`config.mk`:
```
export PLATFORM = sky130hd
export DESIGN_NAME = farm_sensor_conditioner
export DESIGN_NICKNAME = d
export VERILOG_FILES = /design/src/rtl/tlc_pkg.sv /design/src/rtl/synchronizer.sv /design/src/rtl/farm_sensor_conditioner.sv
export SDC_FILE = /design/constraint.sdc
export NUM_CORES = 1
export LEC_CHECK = 0
export ABC_AREA = 1
export BUFFER_PORTS_ARGS = -buffer_cell sky130_fd_sc_hd__buf_2
export CORE_UTILIZATION = 35
export CTS_BUF_LIST = sky130_fd_sc_hd__clkbuf_8
export DETAILED_ROUTE_END_ITERATION = 16
export GPL_TIMING_DRIVEN = 0
export PLACE_DENSITY = 0.52
export SYNTH_ARGS = -nofsm -noshare
export SYNTH_HDL_FRONTEND = slang
export SYNTH_HIERARCHICAL = 1
export SYNTH_SLANG_ARGS = --single-unit
```
`constraint.sdc`:
```
create_clock -name Clk -period 1.7 [get_ports Clk]
set_input_delay 0.085 -clock Clk [delete_from_list [all_inputs] [get_ports Clk]]
set_output_delay 0.085 -clock Clk [all_outputs]
set_load 0.005 [all_outputs]
```
`src/rtl/tlc_pkg.sv`:
```
// Shared encodings for the traffic-light controller: farm-light colours and
// the farm-road sensor conditioner's state machine.
package tlc_pkg;

  typedef enum logic [1:0] {
    GREEN  = 2'b00,
    YELLOW = 2'b01,
    RED    = 2'b10
  } light_e;

  typedef enum logic [1:0] {
    IDLE    = 2'd0,
    QUALIFY = 2'd1,
    PENDING = 2'd2,
    SERVING = 2'd3
  } cond_state_e;

  localparam logic [7:0] SERVED_MAX = 8'hFF;

endpackage

```
`src/rtl/synchronizer.sv`:
```
// Two-flop synchronizer for a single asynchronous input. The flops carry no
// reset, so the output is valid two clock edges after power-up.
module synchronizer (
  output logic out,
  input  logic in,
  input  logic clk
);

  logic meta_q;

  // NOTE: sequential state uses non-blocking assignments so both flops sample
  // their inputs from before the edge, giving a true two-stage pipeline.
  always_ff @(posedge clk) begin
    meta_q <= in;
    out    <= meta_q;
  end

endmodule

```
`src/rtl/farm_sensor_conditioner.sv`:
```
// Debounces the farm-road vehicle detector into a latched request for the
// light FSM and counts requests that have been served with a green light.
module farm_sensor_conditioner
  import tlc_pkg::*;
#(
  parameter int DEBOUNCE_CYCLES = 10_000_000,
  parameter int CNT_W           = 24
) (
  input  logic       Clk,
  input  logic       Rst,
  input  logic       sensorRaw,
  input  logic [1:0] farmSignal,
  output logic       farmSensor,
  output logic       requestPending,
  output logic [1:0] condState,
  output logic [7:0] servedCount
);

  localparam logic [CNT_W-1:0] CNT_LAST = CNT_W'(DEBOUNCE_CYCLES - 1);

  logic        sensor_sync;
  cond_state_e state_q, state_d;
  logic [CNT_W-1:0] cnt_q, cnt_d;
  logic [7:0]  served_q, served_d;
  logic        farm_sensor_q, farm_sensor_d;
  logic        pending_q, pending_d;

  synchronizer u_sync (
    .out (sensor_sync),
    .in  (sensorRaw),
    .clk (Clk)
  );

  // NOTE: every signal written here gets a default first, so no path through
  // the case statement can leave one unassigned and infer a latch.
  always_comb begin
    state_d  = state_q;
    cnt_d    = cnt_q;
    served_d = served_q;
    unique case (state_q)
      IDLE: begin
        if (sensor_sync) begin
          state_d = QUALIFY;
          cnt_d   = '0;
        end
      end
      QUALIFY: begin
        // Any dropout restarts qualification from scratch.
        if (!sensor_sync) begin
          state_d = IDLE;
          cnt_d   = '0;
        end else if (cnt_q == CNT_LAST) begin
          state_d = PENDING;
          cnt_d   = '0;
        end else begin
          cnt_d = cnt_q + 1'b1;
        end
      end
      PENDING: begin
        if (farmSignal == GREEN) state_d = SERVING;
      end
      SERVING: begin
        if (farmSignal != GREEN) begin
          state_d = IDLE;
          if (served_q != SERVED_MAX) served_d = served_q + 8'd1;
        end
      end
      default: state_d = IDLE;
    endcase

    farm_sensor_d = (state_d == PENDING) || ((state_d == SERVING) && sensor_sync);
    pending_d     = (state_d == PENDING);
  end

  always_ff @(posedge Clk) begin
    if (Rst) begin
      state_q       <= IDLE;
      cnt_q         <= '0;
      served_q      <= '0;
      farm_sensor_q <= 1'b0;
      pending_q     <= 1'b0;
    end else begin
      state_q       <= state_d;
      cnt_q         <= cnt_d;
      served_q      <= served_d;
      farm_sensor_q <= farm_sensor_d;
      pending_q     <= pending_d;
    end
  end

  assign farmSensor     = farm_sensor_q;
  assign requestPending = pending_q;
  assign condState      = state_q;
  assign servedCount    = served_q;

endmodule

```
-- After elaboration in Yosys (flattened, before gate mapping)
Index checks and enable logic that the tools add are counted.
- add/subtract/negate cells: 2
- equality and inequality tests: 8
- mux-type cells: 10
- reductions and logical operators: 8
- operator list (operator ; number):
    $mux W24 ; 3
    $pmux W24 S2 ; 1
    $add A24 B1 Y24 const B ; 1
    $eq A24 B24 Y1 const B ; 1
    $mux W2 ; 5
    $add A8 B1 Y8 const B ; 1
    $eq A2 B2 Y1 const B ; 4
    $ne A8 B8 Y1 const B ; 1
    $pmux W2 S4 ; 1
    $logic_not A2 Y1 ; 2
    $reduce_bool A2 Y1 ; 2
    $reduce_and A3 Y1 ; 1
    $eq A2 B1 Y1 const B ; 1
    $ne A2 B1 Y1 const B ; 1
    $reduce_and A2 Y1 ; 1
    $logic_and A1 B1 Y1 ; 1
    $logic_or A1 B1 Y1 ; 1
- flip-flop bits (word level): 38
- output and inout bits: 12
- word-level logic and storage cells: 35

-- Depth between registers and ports, before layout
Gate-level depths: netlist (run 1).
- depth after elaboration: 7
- mapped depth: 10
- gate-level depth less buffers: 10

-- Cells and area by module
Netlist (run 1), hierarchy kept.
- by module, submodules not included (module ; times used ; cells an instance ; area each (sq um) ; sequential area each (sq um)):
    farm_sensor_conditioner ; 1 ; 311 ; 2045.7 ; 720.7
    synchronizer ; 1 ; 2 ; 40.0 ; 40.0

-- Worst setup path before layout (run 1)
OpenSTA, ideal clock, no wires.
- path kind: flip-flop to flip-flop
- start: register served_q[0] (netlist: servedCount[0])
- end: register served_q[0] (netlist: servedCount[0])
- arrival: 1.313 ns
- required time: 1.577 ns
- slack: 0.264 ns
- stages on the path, launching flop included: 10
- clock period less this slack: 1.436 ns
- cell sequence: dfxtp_1 ha_1 nand2_1 nor2_1 nand4_1 nand2_1 inv_2 buf_4 o21ai_0 a21oi_1
- word-level cells in the longest chain between the ends: 2
- elaborated cells on any way between the ends: 3
- classes of those cells: add/sub (1); eq/ne (1); reduce/logical (1)
- ends and longest elaborated chain (what ; RTL line ; source):
    start, declared ; farm_sensor_conditioner.sv:24 ; logic [7:0] served_q, served_d;
    start signal, assigned ; farm_sensor_conditioner.sv:85 ; served_q <= served_d;
    parallel branches: the longest is 2 deep, another holds $add A8 B1 Y8 ; - ;
Parallel ways; which one is timed is not known.
A chain may end at the register's enable or synchronous reset.

-- Final worst setup path (run 1)
- start: register cnt_q[0]
- end: register cnt_q[11]
- word-level cells in the longest chain between the ends: 4
- elaborated cells on any way between the ends: 5
- classes of those cells: add/sub (1); eq/ne (1); mux (3)
- ends and longest elaborated chain (what ; RTL line ; source):
    start, declared ; farm_sensor_conditioner.sv:23 ; logic [CNT_W-1:0] cnt_q, cnt_d;
    start signal, assigned ; farm_sensor_conditioner.sv:84 ; cnt_q <= cnt_d;
    $add A24 B1 Y24 / $eq A24 B24 Y1 (equally long branches) ; farm_sensor_conditioner.sv:56, farm_sensor_conditioner.sv:52 ;
    $mux W24 * ; farm_sensor_conditioner.sv:52 ; end else if (cnt_q == CNT_LAST) begin
    $mux W24 * ; farm_sensor_conditioner.sv:49 ; if (!sensor_sync) begin
    $pmux W24 S2 * ; farm_sensor_conditioner.sv:40 ; unique case (state_q)
Mark *: on every way between the ends. The rest lies on a longest branch, timed or not.

==> results of run 1 <==
## stage by stage
step	utilization	instance area (µm²)
CTS	0.429	2400
global placement	0.402	2260
finish	0.442	2480
floorplan	-	2090
global route	0.442	2480
detailed placement	0.402	2260
## timing repair
action                                  in CTS  in global routing
setup buffers                                0                  6
endpoints found under the setup margin       0                 24
hold endpoints to repair                     1                  0
hold buffers                                 1                  0
gates resized for setup                      0                 14
## power by group through the flow
stage	sequential [mW]	clock, mW	combinational (mW)
after detailed placement	0.955	0	0.232
after CTS	0.933	0.958	0.234
final	0.935	0.931	0.252
after floorplan	0.954	0	0.167
after global routing	0.939	1.00	0.282
after global placement	0.954	0	0.233
## sequential cells by signal, indices dropped and copies added (netlist names)
| register | cells |
|---|---|
| condState | 2 |
| cnt_q | 24 |
| u_sync/out | 1 |
| servedCount | 8 |
| u_sync/meta_q | 1 |
| requestPending | 1 |
| farmSensor | 1 |
## how the worst max path moves through the flow
stage                                      startpoint                           to  slack, ps  cells past startpoint
after CTS                       cnt_q[0]$_SDFFE_PP0P_       cnt_q[18]$_SDFFE_PP0P_         20                      8
after global routing      servedCount[1]$_SDFFE_PP0P_  servedCount[5]$_SDFFE_PP0P_        0.1                     10
final                           cnt_q[0]$_SDFFE_PP0P_       cnt_q[11]$_SDFFE_PP0P_        130                      9
after detailed placement        cnt_q[0]$_SDFFE_PP0P_       cnt_q[18]$_SDFFE_PP0P_         50                      8
after floorplan           servedCount[0]$_SDFFE_PP0P_  servedCount[0]$_SDFFE_PP0P_        260                      9
after global placement          cnt_q[0]$_SDFFE_PP0P_       cnt_q[18]$_SDFFE_PP0P_         30                      8
## layout by cell type, fill, tap and decap left out, types with 2 or more instances in the layout
cell | netlist | final
buf_2 | 1 | 17
nand3_1 | 23 | 23
dfxtp_1 | 38 | 33
nor2_1 | 64 | 62
o21ai_0 | 9 | 9
inv_2 | 4 | 4
nor3_1 | 7 | 7
a21oi_1 | 11 | 11
nand2_2 | 2 | 4
nand4_1 | 9 | 9
inv_1 | 34 | 34
bufinv_16 | 0 | 2
nor3b_1 | 3 | 3
buf_4 | 1 | 7
nand2_1 | 69 | 67
ha_2 | 0 | 2
nor2_2 | 11 | 12
nor2_4 | 1 | 2
clkbuf_8 | 0 | 5
dfxtp_2 | 0 | 4
xor2_1 | 11 | 11
## metal layers
layer / vias to the layer above / share of wire
met5: - / 0
met4: 0 / 0.0065
met3: 4 / 0.024
met2: 29 / 0.44
met1: 901 / 0.53
li1: 1057 / -
## synthesized netlist by cell type (all sizes together)
| master | count |
|---|---|
| a21boi | 1 |
| a21oi | 11 |
| buf | 3 |
| clkinv | 1 |
| dfxtp | 38 |
| ha | 2 |
| inv | 38 |
| mux2i | 1 |
| nand2 | 73 |
| nand3 | 24 |
| nand4 | 9 |
| nor2 | 76 |
| nor3 | 8 |
| nor3b | 3 |
| nor4 | 1 |
| o211ai | 1 |
| o21ai | 9 |
| o22ai | 1 |
| o32ai | 1 |
| or2 | 1 |
| xor2 | 11 |
## cell families after synthesis
kind of cell | synth area share
multiplexers | 0.00480
AND/OR/NAND/NOR | 0.424
AO/OA/AOI/OAI | 0.0624
adder cells (fa/ha/maj) | 0.0120
buffers and inverters | 0.0858
XOR/XNOR | 0.0462
flip-flops | 0.365
## worst register-to-register path, stage by stage (launching register included)
cell     delay, ps
dfxtp_2        360
ha_2           190
nand3_1        130
nor2_1         140
nand3_2        120
nand2_2        120
nand2_4         90
nand2_8        120
buf_12         160
nor2_2          40
## final cells by class
cell class	count	area [µm²]	area share
multi-input combinational	233	1170	0.472
timing repair buffer	23	135	0.0545
inverter	39	146	0.0590
clock inverter	3	68.8	0.0277
buffer	3	32.5	0.0131
tap	72	90.1	0.0363
sequential	38	769	0.310
clock buffer	5	68.8	0.0277
==> out/metrics.yaml, run 1 <==
path_delay_family: "simple AND/OR/NAND/NOR gates"
crit_type: "reg -> reg"
timing_hold_violations_final: 0
synthTopCellsByArea: "dfxtp_1 36%, nand2_1 12%, nor2_1 12%"
finalWeightedCongestion: 0.857
whs_ps: 58.6
clock_path_buffers: 2
gr-usage-met3: 0.0310
ys_seq_elements: 38
htree_levels: 2
hold_end: "servedCount[7]$_SDFFE_PP0P_"
fin_skew_ps: 11.7
fin_nets: 350
grt_busiest_layer: "met2"
synth_area_mm2: 0.00209
worstPathRequired_ps: 1890
root_buffer: "clkbuf_8"
setup_viol_count_final: 0
fin_crit_sh: 0.926
clock_latency_ps: 290
wire_per_inst_um: 11.8
r2r_slack_ps: 130
crit-reg2reg-capture: "cnt_q[11]$_SDFFE_PP0P_"
track_usage: 0.170
core_area_mm2: 0.00561
grt_max_degree: 14
placed_cells: 401
fillers: 637
netSwitchingFraction: 0.243
die_x_um: 79.2
rows: 27
die_h_um: 79.2
crit_path_end_kind: "flop"
worst-path-buf-inv: 1
start_util: 0.372
rr_startpoint: "cnt_q[0]$_SDFFE_PP0P_"
setup_ws_ps: 127
numCtsBuffers: 5
grtUsageMet2: 0.276
grt.met1_usage: 0.228
drc_errors: 0
powerDensity_mw_per_mm2: 854
place_hpwl_um: 3700
min_path_cells: 2
drive_above_1_share: 0.198
clock-sinks: 38
dr.first_iter.drc_count: 136
drv_slew: 0
grt-ovfl-total: 0
ant_nets: 0
clkPwrFrac: 0.440
period_needed_ps: 1570
synth_area_leader_cell: "dfxtp_1"
finalSetupTns_ps: 0
peakVddDrop_mv: 0.421
grt_pass1_wl_um: 8340
cpPeakStageDelay_ps: 360
cts_tree: "done"
fmax_ghz: 0.636
hp-start: "Rst"
intPower_mw: 1.60
syn_avg_cell_area_um2: 6.66
critPathSlowestCell: "dfxtp_2"
power.leakage_nw: 0.956
io_pins: 17
cp.arrival_ps: 1760
synth_warnings: 6
final_cells: 416
p_switching_mw: 0.515
syn_to_final_growth_pct: 19.0
synthCells: 313
diodes: 0
antenna_found_initial: 0
slew_headroom: 0.748
syn-num-nets: 320
r2r_cells: 9
worst_pin_slew_ps: 376
outcome: "completed"
fin_total_pwr_mw: 2.12
synth_cell_types: 31
critPathLaunchType: "flop"
grt_pass1_vias: 1846
clkTransAtPathRegs_ps: 80
hold_path_class: "in -> reg"
viasPerCell: 4.79
crit_chain: "ha_2 > nand3_1 > nor2_1 > nand3_2 > nand2_2 > nand2_4 > nand2_8 > buf_12 > nor2_2"
route.vias.total: 1991
rsz0062_at_grt: "no"
pwr-share-comb: 0.119
p_seq_frac: 0.441
cap_viol_max_count: 0
synth_top_area_frac: 0.365
dieArea_mm2: 0.00627
port-buffer-count: 16
wirelength_um: 4900
drt_pre_antenna_iters: 4
post-place-ws_ps: 50.7
yosysSeqAreaShare: 0.365
worstPathMaxFanout: 10
Note: power is estimated with default switching activity, not from simulation.
==> run 2, diff against run 1 <==
- CORE_UTILIZATION: 35 -> 40
- PLACE_DENSITY: 0.52 -> 0.58
==> run 2 against run 1 <==
Die area down 12%. Worst setup slack worse by 30 ps. Flip-flop and latch count unchanged. Core utilization up 5.8 points. Clock power about the same. Clock skew down 7.5 ps. First-iteration DRC count down 25%. Fmax down 1.9%. Combinational power down 6%. Critical path depth unchanged. Critical endpoint is now cnt_q[10]$_SDFFE_PP0P_. Highest routed layer unchanged.
==> out/metrics.yaml, run 2 (synthesis results as in run 1) <==
multi_input_area_mm2: 0.00117
crit_chain: "ha_2 > nand3_1 > nor2_2 > nand3_2 > nand2_4 > nand2_4 > nand2_8 > buf_12 > nor2_2"
largest_register_ffs: 24
numCtsBuffers: 5
cp.arrival_ps: 1790
syn_to_final_growth_pct: 17.1
io_pins: 17
grt_pass1_vias: 1739
fin_skew_ps: 4.19
fin_total_pwr_mw: 2.10
worst_pin_slew_ps: 418
grt-ovfl-total: 0
clkTransAtPathRegs_ps: 80
die_x_um: 74.2
start_util: 0.427
clock-sinks: 38
final_cells: 407
cts_tree: "done"
hold_path_class: "in -> reg"
crit_type: "reg -> reg"
mostFrequentLayoutCell: "nand2_1"
finalSetupTns_ps: 0
stdcell_area_mm2: 0.00244
htree_levels: 2
ant_nets: 0
fillers: 523
clock_path_buffers: 2
drive_above_1_share: 0.188
worstPathRequired_ps: 1890
route.vias.total: 1982
place_hpwl_um: 3640
grt_max_degree: 14
slew_headroom: 0.720
critPathLaunchType: "flop"
powerDensity_mw_per_mm2: 862
fin_nets: 346
core_area_mm2: 0.00488
cap_viol_max_count: 0
peakVddDrop_mv: 0.443
drc_errors: 0
cpPeakStageDelay_ps: 360
rows: 25
dieArea_mm2: 0.00551
clock_latency_ps: 290
antenna_found_initial: 0
top_register: "cnt_q"
dpl_cell_area_mm2: 0.00225
worstPathMaxFanout: 10
timing_hold_violations_final: 0
wire_per_inst_um: 11.7
power.leakage_nw: 0.938
period_needed_ps: 1600
placed_cells: 396
wirelength_um: 4750
port-buffer-count: 16
drv_slew: 0
ff_latch_area_um2: 767
rsz0062_at_grt: "no"
crit_path_end_kind: "flop"
finalWeightedCongestion: 0.844
fin_crit_sh: 0.943
grt_pass1_wl_um: 7740
critPathSlowestCell: "dfxtp_2"
setup_viol_count_final: 0
track_usage: 0.186
viasPerCell: 4.87
mostFrequentLayoutCells: "68 x nand2_1, 61 x nor2_1, 34 x inv_1"
fmax_ghz: 0.624
diodes: 0
outcome: "completed"
die_h_um: 74.2
drt_pre_antenna_iters: 5
root_buffer: "clkbuf_8"
dr.first_iter.drc_count: 102
[run 2: report_power, final]
group / switching [mW] / internal [mW] / leakage (nW)
logic: 0.148 / 0.0901 / 0.559
clock network: 0.343 / 0.588 / 0.0683
registers: 0.0215 / 0.914 / 0.310
total: 0.512 / 1.59 / 0.938
[run 2: path summary, 6_finish.rpt]
| check | from | slack [ps] | endpoint | cells after the start |
|---|---|---|---|---|
| setup / recovery | cnt_q[0]$_SDFFE_PP0P_ | 100 | cnt_q[10]$_SDFFE_PP0P_ | 9 |
| hold / removal | Rst | 40 | cnt_q[12]$_SDFFE_PP0P_ | 2 |
| setup reg to reg | cnt_q[0]$_SDFFE_PP0P_ | 100 | cnt_q[10]$_SDFFE_PP0P_ | 9 |
| hold reg to reg | u_sync/meta_q$_DFF_P_ | 330 | u_sync/out$_DFF_P_ | 0 |
[run 2: stage by stage]
step / util / setup slack (ps) / hold WS [ps]
final: 0.501 / 96.7 / 43.1
after global routing: 0.501 / 6.15 / 47.7
after CTS: 0.491 / 29.6 / 47.1
after detailed placement: 0.461 / 50.9 / 190
after global placement: 0.461 / 54.9 / 190
after floorplan: - / 264 / 113
[run 2: per-layer routing]
metal / routed length [µm] / global-route usage / vias to the layer above / share of wire
li1: - / - / 1046 / -
met1: 2350 / 0.246 / 892 / 0.49
met2: 2160 / 0.298 / 38 / 0.45
met3: 185 / 0.0407 / 6 / 0.039
met4: 55 / 0.0692 / 0 / 0.012
met5: 0 / 0 / - / 0
[run 2: worst max-delay path: cells and delay by family, from the launching register on]
kind                     cells  cell delay (ps)
adder cells (fa/ha/maj)      1              190
buffers and inverters        1              160
flip-flops                   1              360
AND/OR/NAND/NOR              7              780
[run 2: final cells by class]
type,instances,share of cell area
timing repair buffer,19,0.0430
clock buffer,5,0.0282
clock inverter,3,0.0282
buffer,3,0.0133
inverter,39,0.0599
tap,67,0.0343
multi-input combinational,233,0.479
sequential,38,0.314
[run 2: repair_timing]
item                                    CTS  global route
endpoints found under the setup margin    0            21
gates resized for setup                   0            13
endpoints found under the hold margin     1             0
hold buffers                              1             0
buffers inserted                          0             2
